--- src/rtl/timer_ctrl_pkg.sv ---
// Shared types and default widths for the timer controller slice.
package timer_ctrl_pkg;

    // Controller sequencing states
    typedef enum logic [1:0] {
        IDLE = 2'd0,
        LOAD = 2'd1,
        RUN  = 2'd2,
        DONE = 2'd3
    } state_t;

    // Default counter width (matches the downstream loadable counter)
    localparam int unsigned DEF_N  = 4;
    // Default prescale field width
    localparam int unsigned DEF_PW = 8;

endpackage : timer_ctrl_pkg

--- src/rtl/timer_ctrl_prescale_tick.sv ---
// Prescaler: free-running divider that ticks once every (period+1) run cycles.
module prescale_tick
    import timer_ctrl_pkg::*;
#(
    parameter int unsigned PW = DEF_PW
) (
    input  logic          clk,
    input  logic          resetn,
    input  logic          clr,
    input  logic          run,
    input  logic [PW-1:0] period,
    output logic          tick
);

    logic [PW-1:0] pc;

    // Prescale counter: cleared on clr, counts 0..period while running, then wraps
    always_ff @(posedge clk) begin
        if (!resetn) begin
            pc <= '0;
        end else if (clr) begin
            pc <= '0;
        end else if (run) begin
            if (pc == period) begin
                pc <= '0;
            end else begin
                pc <= pc + 1'b1;
            end
        end
    end

    // Tick on the last count of each prescale window
    always_comb begin
        tick = run && (pc == period);
    end

endmodule : prescale_tick

--- src/rtl/timer_ctrl.sv ---
// Timer controller: accepts a start/limit/prescale command, sequences an
// external n-bit loadable counter through load and paced increments, and
// pulses done at terminal count (optionally auto-reloading).
module timer_ctrl
    import timer_ctrl_pkg::*;
#(
    parameter int unsigned n  = DEF_N,
    parameter int unsigned PW = DEF_PW
) (
    input  logic          clk,
    input  logic          resetn,
    input  logic          cmd_valid,
    output logic          cmd_ready,
    input  logic [n-1:0]  cmd_start,
    input  logic [n-1:0]  cmd_limit,
    input  logic [PW-1:0] cmd_prescale,
    input  logic          cmd_auto,
    input  logic          abort,
    input  logic [n-1:0]  count,
    output logic          cnt_load,
    output logic [n-1:0]  cnt_load_data,
    output logic          cnt_en,
    output logic          busy,
    output logic          done
);

    state_t        state;
    state_t        state_next;
    logic [n-1:0]  start_reg;
    logic [n-1:0]  limit_reg;
    logic [PW-1:0] prescale_reg;
    logic          auto_reg;
    logic          tick;
    logic          handshake;
    logic          at_limit;

    assign handshake = cmd_valid && cmd_ready;
    assign at_limit  = (count == limit_reg);

    prescale_tick #(
        .PW (PW)
    ) u_prescale (
        .clk    (clk),
        .resetn (resetn),
        .clr    (state == LOAD),
        .run    (state == RUN),
        .period (prescale_reg),
        .tick   (tick)
    );

    // Next-state decode; abort outranks terminal detection in every busy state
    always_comb begin
        state_next = state;
        case (state)
            IDLE: if (handshake) state_next = LOAD;
            LOAD: state_next = abort ? IDLE : RUN;
            RUN: begin
                if (abort) begin
                    state_next = IDLE;
                end else if (at_limit) begin
                    state_next = DONE;
                end
            end
            DONE: begin
                if (abort) begin
                    state_next = IDLE;
                end else begin
                    state_next = auto_reg ? LOAD : IDLE;
                end
            end
            default: state_next = IDLE;
        endcase
    end

    // State, command capture and registered status outputs
    always_ff @(posedge clk) begin
        if (!resetn) begin
            state        <= IDLE;
            start_reg    <= '0;
            limit_reg    <= '0;
            prescale_reg <= '0;
            auto_reg     <= 1'b0;
            cmd_ready    <= 1'b1;
            busy         <= 1'b0;
            done         <= 1'b0;
        end else begin
            state <= state_next;
            if (state == IDLE && handshake) begin
                start_reg    <= cmd_start;
                limit_reg    <= cmd_limit;
                prescale_reg <= cmd_prescale;
                auto_reg     <= cmd_auto;
            end
            cmd_ready <= (state_next == IDLE);
            busy      <= (state_next != IDLE);
            done      <= (state_next == DONE);
        end
    end

    // Counter strobes depend on the live count and abort, so they stay combinational
    always_comb begin
        cnt_load      = (state == LOAD) && !abort;
        cnt_en        = (state == RUN) && tick && !at_limit && !abort;
        cnt_load_data = cnt_load ? start_reg : '0;
    end

endmodule : timer_ctrl

--- config.mk ---
export PLATFORM = sky130hd
export DESIGN_NAME = timer_ctrl
export DESIGN_NICKNAME = d
export VERILOG_FILES = /design/src/rtl/timer_ctrl_pkg.sv /design/src/rtl/timer_ctrl_prescale_tick.sv /design/src/rtl/timer_ctrl.sv
export SDC_FILE = /design/constraint.sdc
export NUM_CORES = 1
export LEC_CHECK = 0
export ABC_AREA = 1
export CORE_ASPECT_RATIO = 0.5
export CORE_MARGIN = 5
export CORE_UTILIZATION = 25
export CTS_CLUSTER_DIAMETER = 100
export DETAILED_ROUTE_END_ITERATION = 7
export PLACE_DENSITY = 0.55
export SKIP_LAST_GASP = 1
export SYNTH_ARGS = -nofsm -noshare
export SYNTH_HDL_FRONTEND = slang
export SYNTH_SLANG_ARGS = --single-unit
--- constraint.sdc ---
create_clock -name clk -period 1.1 [get_ports clk]
set_input_delay 0.165 -clock clk [delete_from_list [all_inputs] [get_ports clk]]
set_output_delay 0.165 -clock clk [all_outputs]
set_load 0.02 [all_outputs]
==> results.json <==
{
  "period_share_pct": 135,
  "synth.area.top_cells": "dfxtp_1 43%, nand2_1 11%, inv_1 8.3%",
  "antenna_cells": 0,
  "ys_seq_elements": 30,
  "numCtsBuffers": 5,
  "drcViolationCount": 0,
  "yosysMostFrequentCell": "nand2_1",
  "worstSetupPathType": "register to primary output",
  "tightestPinTransition_ps": 279,
  "nets": 308,
  "setup_slack_ps": -380,
  "rr_endpoint": "u_prescale.pc[7]",
  "dr.pass1.iters": 4,
  "row_count": 19,
  "rsz0062_at_grt": "true",
  "fin_crit_ps": 1480,
  "clk_path_buf_depth": 2,
  "netlist_top_cells_count": "40 x nand2_1, 31 x inv_1, 30 x dfxtp_1, 28 x nor2_1, 18 x o21ai_0",
  "syn_area_um2": 1400,
  "cts_max_level": 2,
  "io_buffers": 33,
  "path_clk_slew_ps": 60,
  "yosysTopAreaCell": "dfxtp_1",
  "antenna_found_initial": 0,
  "synth_top_area_share_pct": 43.0,
  "max_stage_delay_ps": 320,
  "core_area_um2": 5440,
  "status": "complete, but fails checks",
  "final_cells": 356,
  "finalWeightedCongestion": 0.794,
  "critical_path_buf_inv_count": 1,
  "critPathRequiredTime_ps": 940,
  "cts_root_buffer": "clkbuf_8",
  "cts_num_sinks": 30,
  "wl_um": 4270,
  "die_h_um": 62.9,
  "r2r.worst_path.cells": 10,
  "crit_path_start": "prescale_reg[5]",
  "async_reset_ff_share_pct": 0,
  "max_slew_margin_pct": 81.3,
  "layout-drive-gt1-share_pct": 48.4,
  "p_leak_nw": 1.10,
  "yosys_warnings": 0,
  "setup_viol": 34,
  "syn_area_per_cell_um2": 7.02,
  "violations": "setup timing",
  "routed-via-count": 1514,
  "dieArea_um2": 7280,
  "grt_use_total_pct": 11.4,
  "startpoint_type": "register",
  "r2r_slack_ps": -250,
  "grt_pass1_vias": 1466,
  "syn_inst": 199,
  "cts_tree": "built",
  "synth-edff-count": 0,
  "min_path_type": "register to register",
  "yosysUniqueCellTypes": 24,
  "die_w_um": 116,
  "cap_viol_max_count": 0,
  "area_growth_pct": 80.4,
  "endpoint": "cnt_en",
  "wl_per_cell_um": 12.0,
  "crit_chain": "xnor2_1, nand3_2, nor3_4, buf_6",
  "p_per_area_nw_per_um2": 1140,
  "start_util_pct": 25.7,
  "insertion_delay_ps": 280,
  "dr.first_iter.drc_count": 73,
  "clock-skew-final_ps": 4.78,
  "endpoint_kind": "primary output",
  "slew_violations": 0,
  "arrival_ps": 1320,
  "crit_path_max_fanout": 2,
  "ys_seq_area_share_pct": 43.0,
  "fmax_mhz": 676,
  "crit_path_top_delay_cell": "dfxtp_1",
  "hpwl_um": 2790,
  "grt_max_degree": 14,
  "grt_first_pass_wirelength_um": 6600,
  "dp_cells": 337,
  "cp_top_family": "simple AND/OR/NAND/NOR gates",
  "grt_overflow_total": 0,
  "crit-reg2reg-launch": "u_prescale.pc[7]",
  "timing.setup.tns_ps": -5130,
  "antenna_left": 0,
  "viasPerCell": 4.25,
  "cp_num_cells": 4,
  "dominantRegCellSynth": "dfxtp_1",
  "hold_viol_final": 0,
  "synth_nets": 225,
  "ir_drop_mv": 0.387,
  "ioPinCount": 34
}
## what timing repair did
action                     in CTS  in global routing
cloned                          2                  1
buffers inserted                9                  3
setup endpoints to repair      37                 38
pin swaps                      10                 22
resized for setup              66                 63
hold buffers                    0                  0
## layout by cell type (no fill, tap or decap), types with 2 or more instances in the layout
cell type and count:
nand3_2 5, a21oi_1 6, nor2_2 9, buf_4 42, clkdlybuf4s50_1 24, o21ai_2 15, nand2_1 36, dfxtp_1 17
nand2_2 3, nand4_1 6, nand3_1 3, a21oi_2 8, nor2_1 20, buf_2 3, inv_4 2, inv_2 9
buf_8 2, xor2_1 4, buf_6 4, buf_12 2, inv_1 22, clkbuf_2 2, clkbuf_8 6, nand2_4 2
dfxtp_4 2, o21ai_1 2, xnor2_1 2, dfxtp_2 11
## area by class of cell
class / count / area [um2]
well taps: 73 / 91.3
fillers: 519 / 2920
flip-flops and latches: 30 / 622
repair buffers: 81 / 732
clock inverters: 1 / 5.00
inverters: 33 / 129
clock buffers: 7 / 86.3
multi-input cells: 131 / 856
## power breakdown
group | internal (W) | switching, W
Clock | 0.000504 | 0.000420
Combinational | 0.000393 | 0.000358
Sequential | 0.00117 | 0.0000417
Total | 0.00206 | 0.000820
## metal layers
| layer | GRT usage (%) | routed length [um] | up-vias |
|---|---|---|---|
| li1 | - | - | 792 |
| met1 | 14.0 | 2020 | 696 |
| met2 | 19.4 | 2130 | 22 |
| met3 | 2.61 | 87 | 4 |
| met4 | 4.34 | 30 | 0 |
| met5 | 0 | 0 | - |
## how the worst min path moves through the flow
| stage | to | startpoint | cells past startpoint | slack, ps |
|---|---|---|---|---|
| floorplan | auto_reg | cmd_auto | 2 | 330 |
| global placement | start_reg[1] | start_reg[1] | 2 | 440 |
| detailed placement | start_reg[3] | start_reg[3] | 2 | 450 |
| CTS | start_reg[3] | start_reg[3] | 2 | 460 |
| global route | start_reg[1] | start_reg[1] | 2 | 480 |
| finish | start_reg[1] | start_reg[1] | 2 | 470 |
## metrics by stage
stage	power, W	utilization (%)	hold WS [ps]	setup WS [ps]	area, um2
finish	0.00288	46.3	467	-380	2520
global route	0.00302	46.3	484	-456	2520
CTS	0.00280	43.7	457	-381	2380
detailed placement	0.00178	38.9	446	-807	2120
global placement	0.00177	38.9	439	-777	2120
floorplan	0.00148	-	330	-49.5	1430
## kinds of logic after synthesis
logic type,synth area share [%]
XOR/XNOR,3.76
multiplexers,0.716
AO/OA/AOI/OAI,13.8
AND/OR/NAND/NOR,27.4
buffers and inverters,10.5
flip-flops,43.0
adder cells (fa/ha/maj),0.895
## tightest hold or removal path: cells and delay by family, from the launching register on
family | cells | cell delay (ps)
buffers and inverters | 1 | 70
flip-flops | 1 | 300
AO/OA/AOI/OAI | 1 | 60
Power figures use the tool's default switching activity.
